`src/rtl/jzjpcc_pkg.sv`:
```
// Shared RV32I decode definitions: opcodes, NOP word, immediate formats
// and the ID/EX bundle carried between decode and execute.
package jzjpcc_pkg;

    localparam logic [31:0] RV_NOP = 32'h00000013;

    localparam logic [6:0] OPC_LUI     = 7'b0110111;
    localparam logic [6:0] OPC_AUIPC   = 7'b0010111;
    localparam logic [6:0] OPC_JAL     = 7'b1101111;
    localparam logic [6:0] OPC_JALR    = 7'b1100111;
    localparam logic [6:0] OPC_BRANCH  = 7'b1100011;
    localparam logic [6:0] OPC_LOAD    = 7'b0000011;
    localparam logic [6:0] OPC_STORE   = 7'b0100011;
    localparam logic [6:0] OPC_OPIMM   = 7'b0010011;
    localparam logic [6:0] OPC_OP      = 7'b0110011;
    localparam logic [6:0] OPC_MISCMEM = 7'b0001111;
    localparam logic [6:0] OPC_SYSTEM  = 7'b1110011;

    typedef enum logic [2:0] {
        IMM_NONE,
        IMM_I,
        IMM_S,
        IMM_B,
        IMM_U,
        IMM_J
    } imm_fmt_t;

    typedef struct packed {
        logic        valid;
        logic [31:0] pc;
        logic [31:0] rs1;
        logic [31:0] rs2;
        logic [31:0] imm;
        logic [4:0]  rdAddr;
        logic        rdWrite;
        logic [6:0]  opcode;
        logic [2:0]  funct3;
        logic        funct7b5;
        logic        isLoad;
        logic        illegal;
    } id_ex_t;

    // Format is chosen from opcode[6:2]; opcode[1:0] legality is checked by the caller.
    function automatic imm_fmt_t immFormat(input logic [4:0] op5);
        imm_fmt_t fmt;
        fmt = IMM_NONE;
        if (op5 == OPC_LUI[6:2] || op5 == OPC_AUIPC[6:2])
            fmt = IMM_U;
        else if (op5 == OPC_JAL[6:2])
            fmt = IMM_J;
        else if (op5 == OPC_BRANCH[6:2])
            fmt = IMM_B;
        else if (op5 == OPC_STORE[6:2])
            fmt = IMM_S;
        else if (op5 == OPC_JALR[6:2] || op5 == OPC_LOAD[6:2] ||
                 op5 == OPC_OPIMM[6:2] || op5 == OPC_MISCMEM[6:2] ||
                 op5 == OPC_SYSTEM[6:2])
            fmt = IMM_I;
        return fmt;
    endfunction

    function automatic logic isBaseOpcode(input logic [6:0] op);
        return op == OPC_LUI    || op == OPC_AUIPC  || op == OPC_JAL   ||
               op == OPC_JALR   || op == OPC_BRANCH || op == OPC_LOAD  ||
               op == OPC_STORE  || op == OPC_OPIMM  || op == OPC_OP    ||
               op == OPC_MISCMEM || op == OPC_SYSTEM;
    endfunction

endpackage

```
`src/rtl/jzjpcc_immediateFormer.sv`:
```
// Combinational RV32I immediate extraction (I/S/B/U/J), sign-extended.
module jzjpcc_immediateFormer
    import jzjpcc_pkg::*;
(
    input  logic [31:2] instruction_i,
    output logic [31:0] immediate_o
);

    logic [31:0] ins;
    imm_fmt_t    fmt;

    assign ins = {instruction_i, 2'b11};
    assign fmt = immFormat(instruction_i[6:2]);

    always_comb begin
        immediate_o = '0;
        unique case (fmt)
            IMM_I: immediate_o = {{20{ins[31]}}, ins[31:20]};
            IMM_S: immediate_o = {{20{ins[31]}}, ins[31:25], ins[11:7]};
            IMM_B: immediate_o = {{19{ins[31]}}, ins[31], ins[7],
                                  ins[30:25], ins[11:8], 1'b0};
            IMM_U: immediate_o = {ins[31:12], 12'b0};
            IMM_J: immediate_o = {{11{ins[31]}}, ins[31], ins[19:12],
                                  ins[20], ins[30:21], 1'b0};
            default: immediate_o = '0;
        endcase
    end

endmodule

```
`src/rtl/jzjpcc_decode_stage.sv`:
```
// IF/ID register plus RV32I decode, load-use interlock and WB bypass
// feeding the registered ID/EX bundle.
module jzjpcc_decode_stage
    import jzjpcc_pkg::*;
#(
    parameter logic [31:0] NOP_INSTR = jzjpcc_pkg::RV_NOP
) (
    input  logic        clock,
    input  logic        reset,
    input  logic [31:0] fetchInstruction,
    input  logic [31:0] fetchPC,
    input  logic        fetchValid,
    output logic        stallFetch,
    input  logic        flush,
    input  logic        exStall,
    output logic [4:0]  rs1Addr,
    output logic [4:0]  rs2Addr,
    input  logic [31:0] rs1Data,
    input  logic [31:0] rs2Data,
    input  logic [4:0]  wbRdAddr,
    input  logic [31:0] wbRdData,
    input  logic        wbWriteEn,
    output logic        idexValid,
    output logic [31:0] idexPC,
    output logic [31:0] idexRs1,
    output logic [31:0] idexRs2,
    output logic [31:0] idexImm,
    output logic [4:0]  idexRdAddr,
    output logic        idexRdWrite,
    output logic [6:0]  idexOpcode,
    output logic [2:0]  idexFunct3,
    output logic        idexFunct7b5,
    output logic        idexIsLoad,
    output logic        idexIllegal
);

    logic        ifidValid_q, ifidValid_d;
    logic [31:0] ifidInstr_q, ifidInstr_d;
    logic [31:0] ifidPc_q, ifidPc_d;
    id_ex_t      idex_q, idex_d;

    logic [6:0]  opcode;
    logic [4:0]  rd;
    logic [31:0] immRaw;
    logic        illegal;
    logic        rs1Used, rs2Used;
    logic        rdWrites;
    logic        loadUse;
    logic        hold;
    logic [31:0] rs1Op, rs2Op;

    assign opcode  = ifidInstr_q[6:0];
    assign rd      = ifidInstr_q[11:7];
    assign rs1Addr = ifidInstr_q[19:15];
    assign rs2Addr = ifidInstr_q[24:20];

    jzjpcc_immediateFormer u_imm (
        .instruction_i (ifidInstr_q[31:2]),
        .immediate_o   (immRaw)
    );

    assign illegal = (opcode[1:0] != 2'b11) || !isBaseOpcode(opcode);
    assign rs1Used = !(opcode == OPC_LUI || opcode == OPC_AUIPC ||
                       opcode == OPC_JAL);
    assign rs2Used = opcode == OPC_BRANCH || opcode == OPC_STORE ||
                     opcode == OPC_OP;
    assign rdWrites = (rd != 5'd0) &&
                      (opcode == OPC_LUI  || opcode == OPC_AUIPC ||
                       opcode == OPC_JAL  || opcode == OPC_JALR  ||
                       opcode == OPC_LOAD || opcode == OPC_OPIMM ||
                       opcode == OPC_OP);

    assign loadUse = ifidValid_q && idex_q.valid && idex_q.isLoad &&
                     (idex_q.rdAddr != 5'd0) &&
                     ((rs1Used && rs1Addr == idex_q.rdAddr) ||
                      (rs2Used && rs2Addr == idex_q.rdAddr));
    assign hold       = loadUse || exStall;
    assign stallFetch = hold;

    // Writeback in the same cycle beats the stale regfile read.
    assign rs1Op = (wbWriteEn && wbRdAddr != 5'd0 && wbRdAddr == rs1Addr)
                   ? wbRdData : rs1Data;
    assign rs2Op = (wbWriteEn && wbRdAddr != 5'd0 && wbRdAddr == rs2Addr)
                   ? wbRdData : rs2Data;

    always_comb begin
        ifidValid_d = ifidValid_q;
        ifidInstr_d = ifidInstr_q;
        ifidPc_d    = ifidPc_q;
        if (flush) begin
            ifidValid_d = 1'b0;
            ifidInstr_d = NOP_INSTR;
        end else if (!hold) begin
            ifidValid_d = fetchValid;
            ifidInstr_d = fetchInstruction;
            ifidPc_d    = fetchPC;
        end
    end

    always_comb begin
        idex_d = idex_q;
        if (flush || (!exStall && loadUse)) begin
            idex_d.valid   = 1'b0;
            idex_d.rdWrite = 1'b0;
            idex_d.isLoad  = 1'b0;
        end else if (!exStall) begin
            idex_d.valid    = ifidValid_q;
            idex_d.pc       = ifidPc_q;
            idex_d.rs1      = rs1Op;
            idex_d.rs2      = rs2Op;
            idex_d.imm      = (illegal || opcode == OPC_OP) ? '0 : immRaw;
            idex_d.rdAddr   = rd;
            idex_d.rdWrite  = rdWrites;
            idex_d.opcode   = opcode;
            idex_d.funct3   = ifidInstr_q[14:12];
            idex_d.funct7b5 = ifidInstr_q[30];
            idex_d.isLoad   = opcode == OPC_LOAD;
            idex_d.illegal  = illegal;
        end
    end

    always_ff @(posedge clock or posedge reset) begin
        if (reset) begin
            ifidValid_q <= 1'b0;
            ifidInstr_q <= NOP_INSTR;
            ifidPc_q    <= '0;
            idex_q      <= '0;
        end else begin
            ifidValid_q <= ifidValid_d;
            ifidInstr_q <= ifidInstr_d;
            ifidPc_q    <= ifidPc_d;
            idex_q      <= idex_d;
        end
    end

    assign idexValid    = idex_q.valid;
    assign idexPC       = idex_q.pc;
    assign idexRs1      = idex_q.rs1;
    assign idexRs2      = idex_q.rs2;
    assign idexImm      = idex_q.imm;
    assign idexRdAddr   = idex_q.rdAddr;
    assign idexRdWrite  = idex_q.rdWrite;
    assign idexOpcode   = idex_q.opcode;
    assign idexFunct3   = idex_q.funct3;
    assign idexFunct7b5 = idex_q.funct7b5;
    assign idexIsLoad   = idex_q.isLoad;
    assign idexIllegal  = idex_q.illegal;

endmodule

```
`config.mk`:
```
export PLATFORM = sky130hd
export DESIGN_NAME = jzjpcc_decode_stage
export DESIGN_NICKNAME = d
export VERILOG_FILES = /design/src/rtl/jzjpcc_pkg.sv /design/src/rtl/jzjpcc_immediateFormer.sv /design/src/rtl/jzjpcc_decode_stage.sv
export SDC_FILE = /design/constraint.sdc
export NUM_CORES = 1
export LEC_CHECK = 0
export BUFFER_PORTS_ARGS = -buffer_cell sky130_fd_sc_hd__buf_2
export CELL_PAD_IN_SITES_DETAIL_PLACEMENT = 0
export CELL_PAD_IN_SITES_GLOBAL_PLACEMENT = 1
export CORE_MARGIN = 2
export CORE_UTILIZATION = 40
export CTS_CLUSTER_SIZE = 14
export DETAILED_ROUTE_END_ITERATION = 10
export PLACE_DENSITY = 0.91
export SYNTH_ARGS = -nofsm -noshare
export SYNTH_HDL_FRONTEND = slang
export SYNTH_SLANG_ARGS = --single-unit
export TNS_END_PERCENT = 1
```
`constraint.sdc`:
```
create_clock -name clock -period 7 [get_ports clock]
set_input_delay 0 -clock clock [delete_from_list [all_inputs] [get_ports clock]]
set_output_delay 0 -clock clock [all_outputs]
set_load 0.1 [all_outputs]
```
==> results of run 1 <==
## flip-flops by register name, indices dropped and copies added (netlist names)
signal	cells
idexOpcode	7
idexImm	32
idexValid	1
ifidPc_q	32
ifidValid_q	1
idexRdWrite	1
ifidInstr_q	32
idexFunct3	3
idexRs2	32
idexFunct7b5	1
idexPC	32
idexIsLoad	1
idexIllegal	1
idexRs1	32
idexRdAddr	5
## layer usage
layer	routed length, um	GRT usage
met3	1860	0.0490
met2	15000	0.377
met5	0	0
met1	12400	0.270
met4	1390	0.102
## final cells by class
class | instances | share of cell area
Tap cell | 330 | 0.0278
Clock buffer | 34 | 0.0471
Timing Repair Buffer | 540 | 0.252
Clock inverter | 8 | 0.00893
Sequential cell | 213 | 0.359
Inverter | 47 | 0.0124
Multi-Input combinational cell | 501 | 0.293
## cells by family after synthesis
family,after synthesis,synth area share
AO/OA/AOI/OAI,52,0.0384
multiplexers,274,0.295
XOR/XNOR,21,0.0181
AND/OR/NAND/NOR,154,0.0731
buffers and inverters,108,0.0506
flip-flops,213,0.524
## synth_stat cells, types with 2 or more instances
master    count  share of area
or3b_2        3         0.0026
nor3_1        4         0.0020
mux2_2      155           0.17
a21oi_1       5         0.0025
nand3_1       9         0.0044
and4_1        2         0.0017
nor2b_1       4         0.0025
clkbuf_4      2         0.0015
and3_1        4         0.0025
buf_2        15         0.0074
nor2_1       24         0.0089
clkbuf_1     22         0.0081
nand2b_1      2         0.0012
o311ai_0      2         0.0017
xnor2_1       9         0.0078
mux2i_1      64          0.063
and2_1       12         0.0074
a32o_1        3         0.0030
o21ai_0       7         0.0034
dfstp_2       3         0.0078
nand2_1      72          0.027
xor2_1       12          0.010
nor4_1        3         0.0018
dfrtp_1     210           0.52
o211ai_1     22          0.016
buf_4        22          0.016
nand4_1       6         0.0037
inv_1        46          0.017
or4_1         2         0.0015
mux2_1       55          0.061
## what timing repair did
action                     CTS  global route
hold endpoints to repair   271             0
setup endpoints to repair    0             0
hold buffers               202             0
buffers inserted             0             0
## power by group through the flow
stage	combinational [uW]	clock (uW)	sequential, uW
after global placement	1500	0	1510
final	1620	1320	1500
after floorplan	318	0	2430
after detailed placement	1520	0	1520
after global routing	1680	1410	1530
after CTS	1610	1350	1500
## worst register-to-register path: cells and delay by family (launching register included)
| family | cells | cell delay (ns) |
|---|---|---|
| and+or+nand+nor | 2 | 0.60 |
| buffers and inverters | 2 | 1.39 |
| muxes | 1 | 0.47 |
| DFF | 1 | 0.68 |
| AOI/OAI and AO/OA | 2 | 0.40 |
## placed cells by master, fill, tap and decap left out, drive strengths merged, types with 4 or more instances in the layout
master	synthesis	layout
a21oi	5	5
and2	12	12
and3	4	4
buf	37	338
clkbuf	24	34
dfrtp	210	210
dlygate4sd3	0	202
inv	46	49
mux2	210	210
mux2i	64	64
nand2	72	72
nand3	9	9
nand4	6	6
nor2	24	24
nor2b	4	4
nor3	4	4
o211ai	22	22
o21ai	9	9
xnor2	9	9
xor2	12	12
## metrics by stage
stage | instance area [sq um] | util
floorplan | 10200 | -
global placement | 12000 | 0.478
detailed placement | 12000 | 0.478
CTS | 14900 | 0.592
global route | 14900 | 0.592
finish | 14900 | 0.592
## worst max path at each step
stage,start,cells after the start,slack [ns],endpoint
floorplan,reset,1,1.18,idexFunct3[0]
global placement,ifidInstr_q[4],7,3.42,idexRs1[23]
detailed placement,ifidInstr_q[4],7,3.39,idexRs2[23]
CTS,ifidInstr_q[4],7,3.36,idexRs1[23]
global route,ifidInstr_q[4],7,3.10,idexRs1[23]
finish,ifidInstr_q[4],7,3.34,idexRs1[23]
==> impl_metrics.toml, run 1 <==
[cells_and_area]
drive_above_1_share = 0.407
areaGrowthSynthToFinish_pct = 46.0
antenna_cells = 0
multi_input_area_sq_um = 4350
nNetsFinal = 1499
ff_latch_area_sq_um = 5330
fillerInstances = 1969
final_cells = 1673

[sta]
worst_pin_slew_ns = 1.18
finalSetupTns_ns = 0
post-route-min-period_ns = 3.66
slew_headroom = 0.207
fin_crit_sh = 0.523
final-setup-viol-count = 0
whs_ns = 0.246
finalHoldViolCount = 0
fmax_ghz = 0.273
skew_ns = 0.0105
finalMaxSlewViolations = 0
rsz0062_at_grt = "no"
setup_ws_ns = 3.34

[logic_synthesis]
avgSynthCellArea_sq_um = 12.4
yosys_warnings = 0
yosysSeqAreaShare = 0.524
synth-main-ff-cell = "dfrtp_1"
synth-seq-cells = 213
syn_inst = 822
synth_edf_count = 0
synth_cell_type_count = 51
syn_nets = 993
async_reset_ff_frac = 1.00
synthesis.area_sq_um = 10200

[critical_path]
reg2reg_depth = 7
cp-start-kind = "register"
critPathMaxStageDelay_ns = 0.86
r2r_slack_ns = 3.34
cpMostUsedCell = "buf_4"
r2r_end = "idexRs1[23]"
crit_buf_inv = 2
r2r_start = "ifidInstr_q[4]"
crit_path_end_kind = "register"
cp_max_fo = 75
required_ns = 7.40
critical_path_arrival_ns = 4.06
path_class = "reg -> reg"
worstPathCellList = "nor3b_1, o21ai_2, or2_1, a211oi_4, buf_4, buf_4, mux2_2"
cpMaxStageDelayCell = "buf_4"
critPathTopFamily = "buffers and inverters"

[power_and_ir_drop]
vdd_drop_max_mv = 0.253
power.density_nw_per_um2 = 299
leakage_uw = 0.00694
power.total_uw = 4450
clkPwrFrac = 0.297
p_int_uw = 2570
combPwrFrac = 0.365
p_sw_uw = 1880
swShare = 0.422
power_frac_seq = 0.338

[routing]
drtIter0Drc = 534
vias = 8379
drt-pass1-iter-count = 5
viasPerCell = 5.01
ant_nets = 0
wire_per_inst_um = 18.3
wl_mm = 30.6
drcViolationCount = 0

[floorplan]
rows = 58
dieWidth_um = 163
initial_core_util = 0.405
pin_count = 330
core_sq_um = 25100
chipHeight_um = 163
die_area_sq_um = 26700

[clocking]
ctsHtreeMaxLevel = 1
cts_tree = "yes"
clk_pin_slew_worst_paths_ns = 0.06
cts.sinks = 213
cts-resized-gates = 0
cts_buffer_depth = 3
cts_root_buf = "clkbuf_16"
cts_made_buffers = 25
clock_latency_ns = 0.52

[global_route]
grt_max_degree = 141
globalRouteOverflowTotal = 0
grt_pass1_wl_mm = 47.2
grtUsageTotal = 0.222
antenna_found_initial = 0
grt_pass1_vias = 8908

[hold_path]
hold_path_class = "in -> async"

[placement]
post-place-cells = 1429
port_buffers = 329
pre_cts_ws_ns = 3.39
dpl.hpwl_mm = 18.6
place_congestion = 0.809

[run]
drv_cap = 0

[run_status]
run_status = "finished clean"
No activity file was read; power rests on OpenSTA's default activity.
==> inputs of run 2 (changes only) <==
CORE_UTILIZATION = 36   (was 40)
PLACE_DENSITY = 0.87   (was 0.91)
clock period = 3.1 ns   (was 7 ns; I/O delays follow)
==> run 2 against run 1 <==
Via count up 0.73%. Wire length up 2.7%. Sequential share of layout area down 0.55 points. Worst hold slack better by 0.00059 ns. Largest power group unchanged.
==> impl_metrics.toml, run 2 (synthesized netlist as in run 1, its figures left out) <==
[run_status]
run_status = "finished clean"

[cells_and_area]
areaGrowthSynthToFinish_pct = 48.3
nNetsFinal = 1514
fillerInstances = 2316
mostFrequentLayoutCell = "buf_2"
final_cells = 1740
ff_latch_area_sq_um = 5330
multi_input_area_sq_um = 4350
drive_above_1_share = 0.414
layout_common_cells = "buf_2 (328), dfrtp_1 (210), dlygate4sd3_1 (202), mux2_2 (155), nand2_1 (72)"

[hold_path]
min-delay-start = "fetchPC[1]"
hold_path_class = "in -> reg"

[routing]
drcViolationCount = 0
drtIter0Drc = 356
drt-pass1-iter-count = 5
vias = 8440
wire_per_inst_um = 18.1
viasPerCell = 4.85
ant_nets = 0
wl_mm = 31.4

[placement]
pre_cts_ws_ns = 0.416
place_congestion = 0.802
port_buffers = 329
dpl.hpwl_mm = 19.5
post-place-cells = 1492

[critical_path]
worstPathCellList = "xnor2_1, nand3_1, nor4_2, buf_4, mux2_2, dlygate4sd3_1, mux2_1"
critPathMaxStageDelay_ns = 0.57
critPathTopFamily = "buffers and inverters"
crit_path_start = "ifidInstr_q[15]"
critical_path_arrival_ns = 3.40
crit_path_end = "idexRs1[25]"
path_class = "reg -> reg"
cpMaxStageDelayCell = "dlygate4sd3_1"
r2r_start = "ifidInstr_q[15]"
cp-start-kind = "register"
worstSetupPathDepth = 7
crit_buf_inv = 2
reg2reg_depth = 7
r2r_end = "idexRs1[25]"
required_ns = 3.50
cp_max_fo = 32
r2r_slack_ns = 0.1
crit_path_end_kind = "register"

[global_route]
grtUsageTotal = 0.201
antenna_found_initial = 1
grt_pass1_wl_mm = 46.7
globalRouteOverflowTotal = 0
grt_pass1_vias = 8779
grt_max_degree = 68

[sta]
rsz0062_at_grt = "no"
fmax_ghz = 0.333
post-route-min-period_ns = 3.00
finalHoldViolCount = 0
setup_ws_ns = 0.0978
skew_ns = 0.0115
slew_headroom = 0.300
fin_crit_sh = 0.968
final-setup-viol-count = 0
finalMaxSlewViolations = 0
worst_pin_slew_ns = 1.05
whs_ns = 0.247
finalSetupTns_ns = 0

[floorplan]
dieWidth_um = 172
initial_core_util = 0.366
die_area_sq_um = 29600
pin_count = 330
core_sq_um = 27800
rows = 61
chipHeight_um = 172

[run]
drv_cap = 0

[clocking]
cts_root_buf = "clkbuf_16"
cts_made_buffers = 25
cts_buffer_depth = 3
cts_tree = "yes"
cts.sinks = 213
ctsHtreeMaxLevel = 1
postCtsSetupRepairBufs = 0
clock_latency_ns = 0.52
clk_pin_slew_worst_paths_ns = 0.06

[power_and_ir_drop]
power.density_nw_per_um2 = 658
swShare = 0.428
p_sw_uw = 4250
p_int_uw = 5680
clkPwrFrac = 0.285
leakage_uw = 0.00703
combPwrFrac = 0.373
power_frac_seq = 0.342
vdd_drop_max_mv = 0.495
run 2: worst min path at each step:
stage | endpoint | slack (ns) | cells past startpoint
2_1_floorplan | ifidInstr_q[7] | 0.14 | 2
3_3_place_gp | ifidPc_q[13] | 0.23 | 2
3_5_place_dp | ifidPc_q[24] | 0.24 | 2
4_1_cts | ifidPc_q[1] | 0.22 | 3
5_1_grt | ifidPc_q[1] | 0.24 | 3
6_report | ifidPc_q[1] | 0.25 | 3
run 2: worst min-delay path, delay by kind of cell:
family / cells / cell delay, ns
buf+inv: 2 / 0.60
mux: 1 / 0.12
run 2: repair_timing:
action,4_1_cts,5_1_grt
setup endpoints to repair,0,9
gates resized for setup,0,1
hold buffers,202,0
endpoints found under the hold margin,170,0
run 2: metrics by stage:
step	total power [uW]	utilization	instance area, sq um
after global routing	10300	0.543	15100
after CTS	9960	0.543	15100
after detailed placement	6900	0.442	12300
after global placement	6850	0.442	12300
final	9920	0.543	15100
after floorplan	6200	-	10200
run 2: power groups by stage:
| stage | Clock (uW) | Combinational, uW | Sequential (uW) |
|---|---|---|---|
| after detailed placement | 0 | 3470 | 3420 |
| after floorplan | 0 | 720 | 5480 |
| final | 2830 | 3700 | 3390 |
| after global routing | 3020 | 3830 | 3440 |
| after global placement | 0 | 3440 | 3410 |
| after CTS | 2900 | 3690 | 3380 |
run 2: layout make-up:
cell class / instances / share of cell area
flip-flops and latches: 213 / 0.354
multi-input cells: 501 / 0.289
repair buffers: 555 / 0.262
clock buffers: 31 / 0.0436
well taps: 378 / 0.0314
inverters: 47 / 0.0119
clock inverters: 13 / 0.00838
diodes: 2 / 0.000332
run 2: routing by layer:
metal,share of wire,vias up,track usage
met1,0.39,4143,0.238
li1,-,3905,-
met5,0,-,0
met3,0.058,98,0.0426
met4,0.047,0,0.0965
met2,0.50,294,0.348
==> inputs of run 3 (changes only) <==
CORE_UTILIZATION = 30   (was 36)
PLACE_DENSITY = 0.76   (was 0.87)
==> run 3 against run 2 <==
Critical endpoint is now idexRs2[30]. Clock power rose by 11%. First-iteration DRC count increased by 2.2%. Largest power group unchanged. Cell area rose by 1.1%. Combinational power about the same. Highest routed layer is now met5. Non-clock buffer count grew 1.
==> impl_metrics.toml, run 3 (synthesized netlist as in run 1, its figures left out) <==
[run_status]
run_status = "finished clean"

[global_route]
grtUsageMet1 = 0.219
antenna_found_initial = 1
grt_pass1_vias = 8857
globalRouteOverflowTotal = 0
met3_usage = 0.0359
grt_pass1_wl_mm = 48.5
grt_max_degree = 91
grt-busiest-layer = "met2"
grtUsageTotal = 0.171
grt_use_met2 = 0.282

[cells_and_area]
multi_input_area_sq_um = 4350
areaGrowthSynthToFinish_pct = 50.0
final_cells = 1813
drive_above_1_share = 0.419
fillerInstances = 3026
mostFrequentLayoutCell = "buf_2"
nNetsFinal = 1516
ff_latch_area_sq_um = 5330
layout_common_cells = "buf_2 (328), dfrtp_1 (210), dlygate4sd3_1 (201), mux2_2 (155), nand2_1 (72)"
post-route-util = 0.456
antenna_cells = 0

[routing]
wl_mm = 31.0
wire_per_inst_um = 17.1
viasPerCell = 4.59
drt-pass1-iter-count = 4
vias = 8319
ant_nets = 0
drcViolationCount = 0
drtIter0Drc = 364

[clocking]
cts_root_buf = "clkbuf_16"
cts_buffer_depth = 3
clk_pin_slew_worst_paths_ns = 0.06
cts_tree = "yes"
cts.sinks = 213
cts_made_buffers = 26
ctsHtreeMaxLevel = 1
postCtsSetupRepairBufs = 0
clock_latency_ns = 0.53

[power_and_ir_drop]
leakage_uw = 0.00709
swShare = 0.419
p_sw_uw = 4280
power_frac_seq = 0.331
power.total_uw = 10200
p_int_uw = 5930
clkPwrFrac = 0.307
combPwrFrac = 0.362
power.density_nw_per_um2 = 669
vdd_drop_max_mv = 0.579

[critical_path]
path_class = "reg -> reg"
r2r_start = "ifidInstr_q[20]"
r2r_slack_ns = 0.11
cpMaxStageDelayCell = "dfrtp_1"
crit_path_end_kind = "register"
critical_path_arrival_ns = 3.39
r2r_end = "idexRs2[30]"
reg2reg_depth = 7
cp-start-kind = "register"
worstPathCellList = "xnor2_1, nand3_1, nor4_2, buf_6, mux2_2, dlygate4sd3_1, mux2_1"
required_ns = 3.51
critPathMaxStageDelay_ns = 0.60
cp_max_fo = 32

[sta]
fin_crit_sh = 0.963
final-setup-viol-count = 0
finalHoldViolCount = 0
post-route-min-period_ns = 2.99
rsz0062_at_grt = "no"
skew_ns = 0.00990
slew_headroom = 0.294
worst_pin_slew_ns = 1.06
fmax_ghz = 0.335
finalSetupTns_ns = 0
finalMaxSlewViolations = 0

[floorplan]
rows = 67
core_sq_um = 33400
chipHeight_um = 188
die_area_sq_um = 35400
initial_core_util = 0.304
dieWidth_um = 188
pin_count = 330

[placement]
place_congestion = 0.838
port_buffers = 329
dpl.hpwl_mm = 20.5
post-place-cells = 1564

[run]
drv_cap = 0

[hold_path]
hold_path_class = "in -> async"
run 3: final cells by class:
class | instances | share of cell area
multi-input combinational | 501 | 0.285
inverter | 47 | 0.0118
sequential | 213 | 0.350
timing repair buffer | 556 | 0.258
clock inverter | 15 | 0.0103
tap | 448 | 0.0367
clock buffer | 33 | 0.0484
run 3: how the worst max path moves through the flow:
stage / startpoint / to / slack (ns) / cells past startpoint
finish: ifidInstr_q[20] / idexRs2[30] / 0.11 / 7
global route: ifidInstr_q[15] / idexRs1[5] / 0.003 / 7
CTS: ifidInstr_q[20] / idexRs2[30] / 0.08 / 7
detailed placement: ifidInstr_q[3] / idexImm[22] / 0.40 / 8
global placement: ifidInstr_q[3] / idexImm[21] / 0.48 / 8
floorplan: reset / idexFunct3[0] / 0.33 / 1
run 3: power groups by stage:
stage	clock network, uW	registers [uW]	logic (uW)
floorplan	0	5480	720
global placement	0	3410	3460
detailed placement	0	3420	3480
CTS	3220	3380	3690
global route	3350	3430	3830
finish	3130	3380	3690
run 3: timing repair:
action	CTS	global route
resized for setup	0	1
setup endpoints to repair	0	9
hold buffers	201	0
hold endpoints to repair	336	0
run 3: layer usage:
| metal | share of wire | up-vias |
|---|---|---|
| li1 | - | 3882 |
| met1 | 0.43 | 4096 |
| met2 | 0.47 | 266 |
| met3 | 0.060 | 73 |
| met4 | 0.033 | 2 |
| met5 | 0.00048 | - |
run 3: per-stage QoR:
step                      cell area, sq um  hold slack, ns  setup WS (ns)
after global routing                 15300          0.0633        0.00316
after CTS                            15300          0.0273         0.0826
final                                15300          0.0355          0.114
after floorplan                      10200           0.137          0.332
after detailed placement             12300          0.0300          0.399
after global placement               12300          0.0391          0.483
run 3: critical path: cells and delay by family (launching register included):
kind                      cells  cell delay, ns
and+or+nand+nor               2            0.43
buffers and inverters         2            0.95
xor gates and xnor gates      1            0.17
muxes                         2            0.69
DFF                           1            0.60
